===== src/rtl/btn_debounce.sv =====
// btn_debounce: per-channel two-flop synchronizer, consecutive-sample debouncer
// and optional press strobe. Ports: clk_10k, rst, raw_btn, d_btn, btn_press.
// Macro BTN_PRESS_PULSE_EN: when undefined btn_press is tied to zero.
module btn_debounce #(
  parameter int NBTN   = 8,
  parameter int DB_CNT = 200
) (
  input  logic            clk_10k,
  input  logic            rst,
  input  logic [NBTN-1:0] raw_btn,
  output logic [NBTN-1:0] d_btn,
  output logic [NBTN-1:0] btn_press
);

  localparam logic [15:0] LAST = 16'(DB_CNT - 1);

  logic [NBTN-1:0]       sync1;
  logic [NBTN-1:0]       sync2;
  logic [NBTN-1:0][15:0] cnt_q;
  logic [NBTN-1:0][15:0] cnt_d;
  logic [NBTN-1:0]       lvl_d;

  always_ff @(posedge clk_10k or posedge rst) begin
    if (rst) begin
      sync1 <= '0;
      sync2 <= '0;
    end else begin
      sync1 <= raw_btn;
      sync2 <= sync1;
    end
  end

  // A matching sample wipes the run; the DB_CNT-th
  // consecutive mismatch flips the accepted level.
  always_comb begin
    cnt_d = cnt_q;
    lvl_d = d_btn;
    for (int i = 0; i < NBTN; i++) begin
      unique case (1'b1)
        (sync2[i] == d_btn[i]): begin
          cnt_d[i] = '0;
        end
        (sync2[i] != d_btn[i]) && (cnt_q[i] == LAST): begin
          cnt_d[i] = '0;
          lvl_d[i] = sync2[i];
        end
        (sync2[i] != d_btn[i]) && (cnt_q[i] != LAST): begin
          cnt_d[i] = cnt_q[i] + 16'd1;
        end
      endcase
    end
  end

  always_ff @(posedge clk_10k or posedge rst) begin
    if (rst) begin
      cnt_q <= '0;
      d_btn <= '0;
    end else begin
      cnt_q <= cnt_d;
      d_btn <= lvl_d;
    end
  end

`ifdef BTN_PRESS_PULSE_EN
  // Registered alongside d_btn so the strobe lines
  // up with the first cycle the new high level shows.
  always_ff @(posedge clk_10k or posedge rst) begin
    if (rst) begin
      btn_press <= '0;
    end else begin
      btn_press <= lvl_d & ~d_btn;
    end
  end
`else
  assign btn_press = '0;
`endif

endmodule

===== config.mk =====
export PLATFORM = sky130hd
export DESIGN_NAME = btn_debounce
export DESIGN_NICKNAME = d
export VERILOG_FILES = /design/src/rtl/btn_debounce.sv
export SDC_FILE = /design/constraint.sdc
export NUM_CORES = 1
export LEC_CHECK = 0
export CAP_MARGIN = 0
export CORE_ASPECT_RATIO = 0.9
export CORE_UTILIZATION = 60
export DETAILED_ROUTE_END_ITERATION = 16
export HOLD_SLACK_MARGIN = 0.12
export PLACE_DENSITY = 0.82
export SLEW_MARGIN = 20
export SYNTH_ARGS = -nofsm -noshare
export SYNTH_HDL_FRONTEND = slang
export SYNTH_SLANG_ARGS = --single-unit

===== constraint.sdc =====
create_clock -name clk_10k -period 17.55 [get_ports clk_10k]
set_clock_uncertainty 0.05 [all_clocks]
set_input_delay 5.265 -clock clk_10k [delete_from_list [all_inputs] [get_ports clk_10k]]
set_output_delay 5.265 -clock clk_10k [all_outputs]
set_load 0.05 [all_outputs]

# Word level (Yosys, flattened, before mapping)
# Index checks and enable logic that the tools add are counted.
# classes
n_mux,8
eq_ne,32
reduce_logical,24
n_addsub,8
# ops
cell,n
$pmux W16 S2,8
$add A16 B1 Y16 const B,8
$eq A16 B8 Y1 const B,8
$ne A16 B8 Y1 const B,8
$logic_and A1 B1 Y1,16
$reduce_or A2 Y1,8
$eq A1 B1 Y1,8
$ne A1 B1 Y1,8
# word_totals
word_cells,90
regBits,152
output_inout_bits,16

# Longest topological paths before layout
# depth
word_depth,4
ltp_mapped,6
mapped_depth_nobuf,5

# Least setup slack after synthesis
# No wires, ideal clock.
# synth_timing
path_type,flip-flop to output port
start,register d_btn[0]
end,output d_btn[0]
path_slack_ns,11.608
required_time_ns,12.235
path_stages_with_launch,1
arrival_time_ns,0.627
path_buffers,0
path_cell_list,dfrtp_1
# synth_lines
element,line_no,text
from (decl),11,"output logic [NBTN-1:0] d_btn,"
from (signal assigned),60,d_btn <= lvl_d;
# No word-level cell between the ends.

# Worst setup path after layout
# layout_timing
start,register d_btn[1]
end,output d_btn[1]
# No word-level cell between the ends.

==> run summary <==
YOSYS
----------------------------------------------------------------------------------------
Cell variety after synth                                                              28
Post-synthesis xor/xnor area fraction                                              14.6%
Area share of fa/ha/maj cells after synthesis                                      1.43%
Post-synthesis instance total                                                        681
Combinational family with the most area after synthesis                     simple AND/OR/NAND/NOR gates
Synth warnings                                                                         0
Synth Area in Simple Gates                                                         25.2%
Synth Area per Inst                                                            10.3 um^2
Compound-Gate Fraction of Synth Area                                              0.392%
Total standard cell area after synthesis                                       7020 um^2
Flops & latches, synth                                                               152
Mux cell area share after synthesis                                                1.59%
Share of synthesized area occupied by flip-flops and latches                       54.2%

SETUP PATH
----------------------------------------------------------------------------------------
Origin of the worst setup path                                                  d_btn[1]
Largest stage delay, worst path                                                  0.83 ns
Critical setup path kind                                                    register to primary output
Reg-to-Reg Start                                                               cnt_q[89]
Kind of cell adding the most delay to the critical path                     buffers and inverters
Count of buffering cells on the critical path with inverters included                  1
Arr. time, crit path                                                             1.63 ns
Worst path cell trace                                                       clkdlybuf4s50_1
Worst EP required                                                               12.23 ns
Slowest stage cell on the critical path                                     clkdlybuf4s50_1
Critical path capture point type                                            primary output
Critical Path Source Type                                                       register
Peak fanout along the critical path                                                    3

CTS
----------------------------------------------------------------------------------------
Clock tree from TritonCTS                                                           done
Setup bufs post-CTS                                                                    0
Number of H-tree levels                                                                4
Quantity of hold-fixing buffers added after cts                                        0
Number of CTS-inserted buffers                                                        17
Clock root buffer master                                                       clkbuf_16
Clk sink count                                                                       152
Resized cells post-CTS                                                                 0
Clock-pin transition on the worst setup and hold timing paths                    0.06 ns
Later-pin clock latency in the skew report                                       0.42 ns
Bufs on Longest Clock Path                                                             2

FLOORPLANNING
----------------------------------------------------------------------------------------
Y dimension of the die                                                            105 um
Top Ports                                                                             26
Die Width                                                                         116 um
Starting Density                                                                   61.4%
Std cell rows                                                                         37
Die area                                                                      12100 um^2
Area of the placeable core                                                    11400 um^2

WORST HOLD PATH
----------------------------------------------------------------------------------------
Worst hold path class                                                       register to register
Hold Path Origin                                                                sync1[0]

ROUTING
----------------------------------------------------------------------------------------
Number of DRC violations after detailed-routing iteration 0                          286
Antenna Nets Post-Route                                                                0
Length of the first detailed-routing pass in iterations                                5
Total detailed-routing wirelength                                               12700 um
Number of DRC violations after detailed routing                                        0
Total number of vias                                                                4997
Average wire length per cell after detail routing                                14.5 um
Mean number of vias per cell                                                        5.70

TIMING
----------------------------------------------------------------------------------------
RSZ-0062 raised after global routing                                               false
Max-slew violation count                                                               0
Transition at the pin with the smallest max-transition slack                    0.719 ns
Finish-stage setup viols                                                               0
Portion of the clock cycle consumed by the worst path in the final layout          39.6%
Min Tclk post-route                                                              6.95 ns
Sum of negative setup slack                                                         0 ns
Max Fclk                                                                         144 MHz
Final worst hold slack                                                          0.299 ns
Number of hold violations in the final report                                          0
Headroom to the max-slew limit                                                     52.1%

PLACED DESIGN
----------------------------------------------------------------------------------------
Sum of net half-perimeters after detailed placement                              8310 um
Port Buffer Count                                                                     17
GPL Wtd Cong                                                                       0.846

POWER AND IR DROP
----------------------------------------------------------------------------------------
Leakage power summed over all cells                                              3.35 nW
Maximum VDD drop                                                             0.0000838 V
Pwr dens                                                                    99.2 nW/um^2

GLOBAL ROUTE
----------------------------------------------------------------------------------------
Total congestion overflow                                                              0
Antenna violations before repair                                                       0
All-layer global routing usage                                                     23.5%
Global-route wire length before repair                                          22300 um
Number of global-route vias before repair                                           5045
Pin count of the biggest net entering global routing                                  85

LAYOUT
----------------------------------------------------------------------------------------
Synthesis-to-finish area growth                                                    13.5%
Layout filler cell count                                                             806
Most used cells in the layout excluding fill and tap cells                  dfrtp_1 (152), nor2_1 (132), xnor2_1 (81)
Most common library cell in the layout ignoring fill and taps                    dfrtp_1
Combined area of the multi-input logic cells                                   3060 um^2
Total number of nets in the final design                                             725
Storage cell area                                                              3800 um^2
Count of antenna diodes in the layout                                                  0
Fraction of layout cells with a size suffix above 1                                6.94%

JOB
----------------------------------------------------------------------------------------
Maximum Capacitance Violations                                                         0

RUN STATUS
----------------------------------------------------------------------------------------
Status                                                                      finished, final reports clean

-- final timing paths --
check                             endpoint  slack [ns]  depth (start not counted)
worst min register to register    sync2[0]        0.30                          0
worst max-delay path              d_btn[1]       10.60                          1
max in group asynchronous       cnt_q[113]       11.06                          3
worst max register to register   cnt_q[94]       15.46                          4
min in group asynchronous         sync1[4]        5.26                          2
worst min-delay path              sync2[0]        0.30                          0
-- stage by stage --
stage | area [um^2] | utilization, % | cells | total power [mW] | worst slack [ns]
5_1_grt | 7970 | 69.7 | 876 | 0.819 | 10.54
3_3_place_gp | 7310 | 63.9 | 844 | 0.393 | 10.28
2_1_floorplan | 7050 | - | 688 | 0.389 | 8.14
4_1_cts | 7960 | 69.6 | 876 | 0.798 | 10.57
6_report | 7970 | 69.7 | 876 | 0.791 | 10.60
3_5_place_dp | 7310 | 63.9 | 844 | 0.395 | 10.21
-- power by group --
part	internal, mW	switching [mW]
registers	0.357	0.00559
logic	0.00708	0.0190
clock network	0.257	0.145
-- synth_stat cells --
| library cell | instances | area, um^2 |
|---|---|---|
| or3b_2 | 2 | 17.5 |
| and4_1 | 10 | 87.6 |
| nor3_1 | 30 | 150 |
| buf_6 | 3 | 33.8 |
| dfrtp_1 | 152 | 3800 |
| ha_1 | 8 | 100 |
| nor2_1 | 132 | 495 |
| or4_1 | 6 | 45.0 |
| mux2_4 | 3 | 45.0 |
| mux2i_1 | 1 | 10.0 |
| buf_4 | 8 | 60.1 |
| clkbuf_1 | 7 | 26.3 |
| or4_4 | 3 | 33.8 |
| nand2_2 | 3 | 18.8 |
| nand3_1 | 46 | 230 |
| nor4_1 | 41 | 257 |
| inv_1 | 17 | 63.8 |
| conb_1 | 1 | 3.75 |
| nand3b_1 | 1 | 7.51 |
| nand2_1 | 33 | 124 |
| mux2_2 | 5 | 56.3 |
| nand4_1 | 31 | 194 |
| a21oi_1 | 2 | 10.0 |
| and3_1 | 14 | 87.6 |
| xnor2_1 | 81 | 709 |
| o41ai_1 | 2 | 17.5 |
| xor2_1 | 36 | 315 |
| or3_1 | 3 | 18.8 |
-- metal layers --
metal | part of all wire, % | vias up | wire [um] | track usage, %
li1 | - | 2392 | - | -
met1 | 45 | 2477 | 5670 | 28.9
met2 | 50 | 110 | 6340 | 38.4
met3 | 4.2 | 18 | 541 | 7.25
met4 | 1.5 | 0 | 186 | 9.34
met5 | 0 | - | 0 | 0
-- flip-flops by register name, summed over array words and instances (netlist names) --
register,count
sync1,8
sync2,8
d_btn,8
cnt_q,128
-- cell type report --
class | instances | share of cell area, %
sequential | 152 | 47.7
multi-input combinational | 501 | 38.4
timing repair buffer | 18 | 2.28
clock buffer | 18 | 5.51
tap | 156 | 2.45
inverter | 17 | 0.864
clock inverter | 14 | 2.75
-- cells by family after synthesis --
kind of cell    count (synthesis)
simple gates                  355
flops                         152
xor+xnor                      117
buf+inv                        35
mux                             9
fa+ha+maj                       8
compound gates                  4
other cells                     1
Power figures use the tool's default switching activity.
